$ cat src/rtl/vram_arbiter_if.sv
// Request, response and memory-command bundle for vram_arbiter.
// The slave modport is the arbiter's view; master is the requester/memory side.
interface vram_arbiter_if #(
  parameter int unsigned ADDR_WIDTH = 13,
  parameter int unsigned DATA_WIDTH = 16
);
  logic                  vid_req;
  logic [ADDR_WIDTH-1:0] vid_addr;
  logic                  vid_ack;
  logic                  vid_rvalid;
  logic [DATA_WIDTH-1:0] vid_rdata;

  logic                  cpu_req;
  logic                  cpu_we;
  logic [ADDR_WIDTH-1:0] cpu_addr;
  logic [DATA_WIDTH-1:0] cpu_wdata;
  logic                  cpu_ack;
  logic                  cpu_rvalid;
  logic [DATA_WIDTH-1:0] cpu_rdata;

  logic                  vid_blank;

  logic                  mem_en;
  logic                  mem_we;
  logic [ADDR_WIDTH-1:0] mem_addr;
  logic [DATA_WIDTH-1:0] mem_wdata;
  logic [DATA_WIDTH-1:0] mem_rdata;

  modport slave (
    input  vid_req, vid_addr, cpu_req, cpu_we, cpu_addr, cpu_wdata, vid_blank, mem_rdata,
    output vid_ack, vid_rvalid, vid_rdata, cpu_ack, cpu_rvalid, cpu_rdata,
           mem_en, mem_we, mem_addr, mem_wdata
  );

  modport master (
    output vid_req, vid_addr, cpu_req, cpu_we, cpu_addr, cpu_wdata, vid_blank, mem_rdata,
    input  vid_ack, vid_rvalid, vid_rdata, cpu_ack, cpu_rvalid, cpu_rdata,
           mem_en, mem_we, mem_addr, mem_wdata
  );
endinterface

$ cat src/rtl/vram_arbiter.sv
// Single-port VRAM arbiter: video reads have priority, CPU is protected by a
// starvation counter, and read data is routed back via an ownership pipeline.
module vram_arbiter #(
  parameter int unsigned ADDR_WIDTH   = 13,
  parameter int unsigned DATA_WIDTH   = 16,
  parameter int unsigned READ_LATENCY = 1,
  parameter int unsigned STARVE_LIMIT = 4
) (
  input logic           clk,
  input logic           reset,
  vram_arbiter_if.slave bus
);

  localparam logic [3:0] StarveMax = 4'(STARVE_LIMIT);

  logic                  vid_grant;
  logic                  cpu_grant;
  logic                  rd_grant;

  logic [3:0]            starve_q, starve_d;

  logic                  en_q, en_d;
  logic                  we_q, we_d;
  logic [ADDR_WIDTH-1:0] addr_q, addr_d;
  logic [DATA_WIDTH-1:0] wdata_q, wdata_d;

  // Index 0 is the entry inserted at the grant edge; index READ_LATENCY lines
  // up with the cycle in which mem_rdata carries that access's data.
  logic [READ_LATENCY:0] pipe_valid_q, pipe_valid_d;
  logic [READ_LATENCY:0] pipe_owner_q, pipe_owner_d;

  // Grant decision; acks are forced low while reset is asserted.
  always_comb begin
    vid_grant = 1'b0;
    cpu_grant = 1'b0;
    if (!reset) begin
      if (bus.cpu_req && (!bus.vid_req || bus.vid_blank || (starve_q == StarveMax))) begin
        cpu_grant = 1'b1;
      end else if (bus.vid_req) begin
        vid_grant = 1'b1;
      end
    end
  end

  assign rd_grant = vid_grant || (cpu_grant && !bus.cpu_we);

  always_comb begin
    starve_d = starve_q;
    if (cpu_grant || !bus.cpu_req) begin
      starve_d = 4'd0;
    end else if (vid_grant && (starve_q != StarveMax)) begin
      starve_d = starve_q + 4'd1;
    end
  end

  // Command register: the winner's fields are latched; video never writes and
  // leaves the write-data field untouched.
  always_comb begin
    en_d    = 1'b0;
    we_d    = we_q;
    addr_d  = addr_q;
    wdata_d = wdata_q;
    if (cpu_grant) begin
      en_d    = 1'b1;
      we_d    = bus.cpu_we;
      addr_d  = bus.cpu_addr;
      wdata_d = bus.cpu_wdata;
    end else if (vid_grant) begin
      en_d   = 1'b1;
      we_d   = 1'b0;
      addr_d = bus.vid_addr;
    end
  end

  always_comb begin
    pipe_valid_d = {pipe_valid_q[READ_LATENCY-1:0], rd_grant};
    pipe_owner_d = {pipe_owner_q[READ_LATENCY-1:0], cpu_grant};
  end

  always_ff @(posedge clk or posedge reset) begin
    if (reset) begin
      starve_q     <= 4'd0;
      en_q         <= 1'b0;
      we_q         <= 1'b0;
      addr_q       <= '0;
      wdata_q      <= '0;
      pipe_valid_q <= '0;
      pipe_owner_q <= '0;
    end else begin
      starve_q     <= starve_d;
      en_q         <= en_d;
      we_q         <= we_d;
      addr_q       <= addr_d;
      wdata_q      <= wdata_d;
      pipe_valid_q <= pipe_valid_d;
      pipe_owner_q <= pipe_owner_d;
    end
  end

  assign bus.vid_ack    = vid_grant;
  assign bus.cpu_ack    = cpu_grant;

  assign bus.mem_en     = en_q;
  assign bus.mem_we     = we_q;
  assign bus.mem_addr   = addr_q;
  assign bus.mem_wdata  = wdata_q;

  assign bus.vid_rvalid = pipe_valid_q[READ_LATENCY] && !pipe_owner_q[READ_LATENCY];
  assign bus.cpu_rvalid = pipe_valid_q[READ_LATENCY] &&  pipe_owner_q[READ_LATENCY];
  assign bus.vid_rdata  = bus.mem_rdata;
  assign bus.cpu_rdata  = bus.mem_rdata;

endmodule

$ cat src/flat_wrapper.sv
// flat-port wrapper written by rule: the top's interface ports become plain ports
module vram_arbiter_flat 
#(
  parameter int unsigned ADDR_WIDTH   = 13,
  parameter int unsigned DATA_WIDTH   = 16,
  parameter int unsigned READ_LATENCY = 1,
  parameter int unsigned STARVE_LIMIT = 4
)
  (clk, reset, bus_vid_req, bus_vid_addr, bus_cpu_req, bus_cpu_we, bus_cpu_addr, bus_cpu_wdata, bus_vid_blank, bus_mem_rdata, bus_vid_ack, bus_vid_rvalid, bus_vid_rdata, bus_cpu_ack, bus_cpu_rvalid, bus_cpu_rdata, bus_mem_en, bus_mem_we, bus_mem_addr, bus_mem_wdata);
  vram_arbiter_if #(.ADDR_WIDTH(ADDR_WIDTH), .DATA_WIDTH(DATA_WIDTH)) bus_i ();
  input logic clk;
  input logic reset;
  input wire logic [$bits(bus_i.vid_req)-1:0] bus_vid_req;
  input wire logic [$bits(bus_i.vid_addr)-1:0] bus_vid_addr;
  input wire logic [$bits(bus_i.cpu_req)-1:0] bus_cpu_req;
  input wire logic [$bits(bus_i.cpu_we)-1:0] bus_cpu_we;
  input wire logic [$bits(bus_i.cpu_addr)-1:0] bus_cpu_addr;
  input wire logic [$bits(bus_i.cpu_wdata)-1:0] bus_cpu_wdata;
  input wire logic [$bits(bus_i.vid_blank)-1:0] bus_vid_blank;
  input wire logic [$bits(bus_i.mem_rdata)-1:0] bus_mem_rdata;
  output wire logic [$bits(bus_i.vid_ack)-1:0] bus_vid_ack;
  output wire logic [$bits(bus_i.vid_rvalid)-1:0] bus_vid_rvalid;
  output wire logic [$bits(bus_i.vid_rdata)-1:0] bus_vid_rdata;
  output wire logic [$bits(bus_i.cpu_ack)-1:0] bus_cpu_ack;
  output wire logic [$bits(bus_i.cpu_rvalid)-1:0] bus_cpu_rvalid;
  output wire logic [$bits(bus_i.cpu_rdata)-1:0] bus_cpu_rdata;
  output wire logic [$bits(bus_i.mem_en)-1:0] bus_mem_en;
  output wire logic [$bits(bus_i.mem_we)-1:0] bus_mem_we;
  output wire logic [$bits(bus_i.mem_addr)-1:0] bus_mem_addr;
  output wire logic [$bits(bus_i.mem_wdata)-1:0] bus_mem_wdata;
  assign bus_i.vid_req = bus_vid_req;
  assign bus_i.vid_addr = bus_vid_addr;
  assign bus_i.cpu_req = bus_cpu_req;
  assign bus_i.cpu_we = bus_cpu_we;
  assign bus_i.cpu_addr = bus_cpu_addr;
  assign bus_i.cpu_wdata = bus_cpu_wdata;
  assign bus_i.vid_blank = bus_vid_blank;
  assign bus_i.mem_rdata = bus_mem_rdata;
  assign bus_vid_ack = bus_i.vid_ack;
  assign bus_vid_rvalid = bus_i.vid_rvalid;
  assign bus_vid_rdata = bus_i.vid_rdata;
  assign bus_cpu_ack = bus_i.cpu_ack;
  assign bus_cpu_rvalid = bus_i.cpu_rvalid;
  assign bus_cpu_rdata = bus_i.cpu_rdata;
  assign bus_mem_en = bus_i.mem_en;
  assign bus_mem_we = bus_i.mem_we;
  assign bus_mem_addr = bus_i.mem_addr;
  assign bus_mem_wdata = bus_i.mem_wdata;
  vram_arbiter #(.ADDR_WIDTH(ADDR_WIDTH), .DATA_WIDTH(DATA_WIDTH), .READ_LATENCY(READ_LATENCY), .STARVE_LIMIT(STARVE_LIMIT)) u_core (.clk(clk), .reset(reset), .bus(bus_i));
endmodule
$ cat config.mk
export PLATFORM = sky130hd
export DESIGN_NAME = vram_arbiter_flat
export DESIGN_NICKNAME = d
export VERILOG_FILES = /design/src/rtl/vram_arbiter_if.sv /design/src/rtl/vram_arbiter.sv /design/src/flat_wrapper.sv
export SDC_FILE = /design/constraint.sdc
export NUM_CORES = 1
export LEC_CHECK = 0
export CAP_MARGIN = 20
export CORE_ASPECT_RATIO = 0.75
export CORE_UTILIZATION = 30
export CTS_BUF_LIST = sky130_fd_sc_hd__clkbuf_16
export CTS_CLUSTER_DIAMETER = 150
export CTS_CLUSTER_SIZE = 30
export DETAILED_ROUTE_END_ITERATION = 8
export PLACE_DENSITY = 0.83
export SLEW_MARGIN = 25
export SYNTH_ARGS = -nofsm -noshare
export SYNTH_HDL_FRONTEND = slang
export SYNTH_SLANG_ARGS = --single-unit
$ cat constraint.sdc
create_clock -name clk -period 1.7 [get_ports clk]
set_input_delay 0.51 -clock clk [delete_from_list [all_inputs] [get_ports clk]]
set_output_delay 0.51 -clock clk [all_outputs]
set_load 0.02 [all_outputs]
After elaboration in Yosys (flattened, before gate mapping). Cells that the tools add are included.

Add/subtract/negate cells: 1. $mul: 0. Divide/modulo/power cells: 0. Magnitude comparators: 0. Equal/unequal tests: 2. Shift operators: 0. Mux-type cells: 13. Bitwise operators: 0. Reductions and logical operators: 15.

Operators by type and width (number): $mux W13 (2); $mux W1 (9); $mux W4 (2); $logic_and A1 B1 Y1 (5); $add A4 B1 Y4 const B (1); $eq A4 B3 Y1 const B (1); $logic_not A1 Y1 (4); $logic_or A1 B1 Y1 (4); $ne A4 B3 Y1 const B (1); $reduce_bool A2 Y1 (2).

Bits in registers: 39. Bits in latches: 0. Memory bits (writable): 0. Memory bits (read-only): 0. Input port bits: 64. Output and inout bits: 67. Logic and storage cells: 38. Memories: 0.

Logic depth before layout (Yosys ltp).
Depth after elaboration: 9. Depth in mapped cells: 7. Mapped depth without buffers: 6.

Worst setup path before layout. OpenSTA, ideal clock, no wires.

Path kind: reg2out. Start point: reg u_core.starve_q[0]. End point: out bus_vid_ack. Arrival time: 1.464 ns. Data required time: 1.190 ns. Setup slack: -0.274 ns. Cell stages (with the launch flop): 7. Path buffers: 1. Cell sequence: dfrtp_1 inv_1 ha_1 and3b_4 a211o_4 buf_6 inv_1.

Cells in the longest elaborated chain, start to end: 5.

Ends and longest elaborated chain: start, declared (line vram_arbiter.sv:20) `logic [3:0] starve_q, starve_d;`; start signal, assigned (line vram_arbiter.sv:90) `starve_q <= starve_d;`; $eq A4 B3 Y1 (line vram_arbiter.sv:37) `if (bus.cpu_req && (!bus.vid_req || bus.vid_blank || (starve_q == StarveMax))) begin`; $logic_or A1 B1 Y1 (line vram_arbiter.sv:37); $logic_and A1 B1 Y1 (line vram_arbiter.sv:37); $mux W1 (line vram_arbiter.sv:37); $mux W1 (line vram_arbiter.sv:36) `if (!reset) begin`; end, declared (line flat_wrapper.sv:21) `output wire logic [$bits(bus_i.vid_ack)-1:0] bus_vid_ack;`.

No other way between the ends.

Worst setup path in the final report. Same ends and word-level chain as after synthesis.

==> run summary <==
## Worst setup path
• primary output — Crit. End Element
• 12 — number of cells on the worst reg-to-reg path
• u_core.starve_q[0]$_DFFE_PP0P_ — start of the worst register-to-register path
• reg2out — Setup CP Type
• flip-flop — CP Launch Type
• u_core.starve_q[2]$_DFFE_PP0P_ — capturing point of the worst reg2reg path
• bus_vid_ack — worst setup path endpoint
• u_core.starve_q[0]$_DFFE_PP0P_ — startpoint of the worst setup timing path
• a211o_4 — highest-delay cell along the critical path
• 3 — critical path buffer and inverter count
• 1.54 ns — data arrival time of the critical path
• 2 — Crit Path Max Fanout
• 0.37 ns — crit-path max cell delay
• 6 — instance count on the critical path
• compound AO/OA/AOI/OAI gates — cell family contributing the most delay on the critical path
• 1.19 ns — required time reported for the critical path endpoint
• -0.27 ns — R2R setup slack
• inv_2, ha_4, and3b_4, a211o_4, clkinv_4, buf_6 — Cell Chain, Critical Path

## Route
• 4970 µm — final wirelength
• 0 — number of nets still failing antenna checks after routing
• 1507 — vias after detailed routing
• 15.3 µm — detailed-route wire length per cell
• 4.64 — Avg Vias per Cell
• 57 — number of DRC violations after detailed-routing iteration 0
• 0 — remaining design rule violation count
• 4 — TritonRoute pass-1 iters

## Yosys
• 32 — count of cell types in the netlist
• 13.5% — Synth Area in Compound Gates
• 49.0% — post-synthesis sequential area ratio
• dfrtp_1 — Main synth FF type
• 0 — Post-synth EDFFs
• dfrtp_1 — biggest area consumer among synthesized cells
• 9.87% — Post-Synth Simple-Gate Area
• 0 — yosys synthesis warning count
• 10.6% — multiplexer area fraction after synthesis
• dfrtp_1 — most numerous cell in the Yosys netlist
• 222 — Syn Nets
• 1.26% — Post-Synth Adder-Cell Area
• buffers and inverters — main combinational cell family by area after synthesis
• 12.8 µm² — Post-Syn Area per Cell
• 39 — Seq cells post-synth
• 0% — xor/xnor cell area share of the yosys netlist
• 100% — Post-synth ARST share
• 49.0% — area share of the leading cell type in the synthesized netlist
• dfrtp_1 (39), buf_4 (32), nand2b_1 (14) — Commonest cells post-synth
• dfrtp_1 (49%), buf_4 (12%), mux2_4 (6.0%), mux2_2 (4.5%), o221a_1 (4.5%) — largest cells by area after synthesis
• 0.00199 mm² — summed instance area of the synthesized netlist
• 156 — number of cells produced by synthesis

## Placed design
• 3400 µm — half-perimeter wire length of the detailed placement result
• -0.957 ns — pre-CTS setup slack
• 0.754 — GPL Wtd Cong
• 82 — buffers added on ports
• 303 — Placed Instances

## Floorplanning
• 131 — I/O Pins
• 0.00697 mm² — die outline area
• 72.5 µm — Die Span Y
• 96.1 µm — Die X-Extent
• 31.3% — Starting Density
• 0.00635 mm² — core region area
• 25 — row count

## CTS
• 2 — maximum clock insertion buffer count
• 0.27 ns — later-pin clock latency in the skew report
• 2 — H-tree depth
• 5 — number of clock buffers inserted by TritonCTS
• 39 — CTS Sinks
• built — clock tree from TritonCTS
• 0.06 ns — post-CTS clock slew at the launch and capture registers of the worst setup and hold paths
• clkbuf_16 — root cell of the clock tree

## Finish
• 976 µm² — flip-flop and latch area
• 325 — non-filler cells, final
• 0 — Diodes inserted
• 309 — final net count
• 60.0% — synth-to-layout area growth
• 568 — number of filler instances in the final layout
• 31.1% — share of layout cells above drive strength 1
• 758 µm² — multi-input gate area in the final layout

## Pwr
• 0.00143 µW — reported leakage power
• 2310 µW — Internal Pwr Total
• 0.000486 V — worst IR drop on VDD
• 38.6% — clock network fraction of design power
• 961 mW/mm² — cell area power density
• 24.5% — switching share of power
• 25.2% — combinational fraction of design power
• 36.2% — relative contribution of sequential cells to total power
• 3060 µW — overall power
• 751 µW — switching power

## STA
• -0.353 ns — final critical-path setup slack
• 2.05 ns — post-layout minimum cycle time
• 0.348 ns — final hold slack
• 0.00419 ns — Setup Skew
• 70.9% — tightest slew margin relative to the limit
• 0 — number of max-slew violations in the final report
• true — setup repair after global routing missed its margin
• 0 — Final Hold Violating Endpoints
• 15 — final setup vio count
• 0.435 ns — actual slew at the worst max-slew pin
• 0.487 GHz — maximum achievable frequency
• 121% — ratio of final minimum period to clock period

## Job
• 0 — number of violations of the max-capacitance limit

## Global route
• 40 — pin count of the biggest net entering global routing
• 0 — antenna violations before repair
• 14.7% — Overall Global Routing Usage
• 1569 — via count of the first global-routing pass
• 7670 µm — first-pass GRT wire length
• 0 — global route total overflow

## Outcome
• finished with violations — result of the run
• negative setup slack — failing checks

## Worst hold path
• u_core.pipe_valid_q[0]$_DFF_PP0_ — hold_sp
• reg2reg — Tightest Hold Check Type

==> how the worst min path moves through the flow <==
| stage | end | cells past startpoint |
|---|---|---|
| after floorplan | u_core.pipe_owner_q[1]$_DFF_PP0_ | 0 |
| after global placement | u_core.pipe_valid_q[1]$_DFF_PP0_ | 0 |
| after detailed placement | u_core.pipe_valid_q[1]$_DFF_PP0_ | 0 |
| after CTS | u_core.pipe_valid_q[1]$_DFF_PP0_ | 0 |
| after global routing | u_core.pipe_valid_q[1]$_DFF_PP0_ | 0 |
| final | u_core.pipe_valid_q[1]$_DFF_PP0_ | 0 |
==> power groups by stage <==
stage	registers [µW]	logic [µW]	clock network [µW]
2_1_floorplan	1270	342	0
3_3_place_gp	1120	796	0
3_5_place_dp	1120	806	0
6_report	1110	771	1180
5_1_grt	1120	825	1250
4_1_cts	1110	767	1210
==> registers in the layout (all words and copies together) (netlist names) <==
name	count
u_core.pipe_owner_q	2
u_core.starve_q	4
u_core.bus.mem_addr	13
u_core.bus.mem_wdata	16
u_core.bus.mem_en	1
u_core.pipe_valid_q	2
u_core.bus.mem_we	1
==> logic make-up (layout without fill, tap and decap cells) <==
kind of cell    after synthesis  count (layout)
mux                          16              16
simple gates                 29              29
buf+inv                      42             130
fa+ha+maj                     2               2
flops                        39              39
compound gates               28              28
==> layout make-up <==
class,count,area share (%)
Clock buffer,5,3.93
Clock inverter,3,2.00
Inverter,6,1.02
Multi-Input combinational cell,75,23.8
Sequential cell,39,30.6
Tap cell,81,3.18
Timing Repair Buffer,116,35.4
==> metal layers <==
metal  track usage, %  vias up  part of all wire (%)
met5                0        -                     0
met4             3.32        0                  0.50
met3             5.56        5                   8.0
met2             23.6       68                    47
met1             18.7      733                    45
li1                 -      701                     -
==> metrics by stage <==
stage               cell area (µm²)  util [%]  setup TNS [ns]
finish                         3190      50.2           -2.03
global placement               2810      44.2          -17.91
detailed placement             2810      44.2          -17.87
floorplan                      2000         -          -0.226
CTS                            3120      49.1          -0.786
global route                   3190      50.2           -3.40
==> cell usage in the layout, fill, tap and decap left out, types with 4 or more instances in the layout <==
cell type / netlist / routed
buf_4: 32 / 25
o221a_1: 8 / 8
dlygate4sd2_1: 0 / 37
nand2b_1: 14 / 13
buf_6: 2 / 5
buf_12: 1 / 4
nor2b_1: 4 / 4
a21oi_1: 5 / 5
clkdlybuf4s50_1: 0 / 43
mux2_4: 8 / 16
dfrtp_1: 39 / 39
clkbuf_16: 0 / 7
o221a_2: 5 / 5
==> timing repair <==
action                                  4_1_cts  5_1_grt
setup buffers                                10        4
cloned                                        1        2
endpoints found under the setup margin       68       35
endpoints found under the hold margin         0        0
hold buffers                                  0        0
pin swaps                                     9        6
gates resized for setup                      68        7
(Power assumes the default switching activity.)
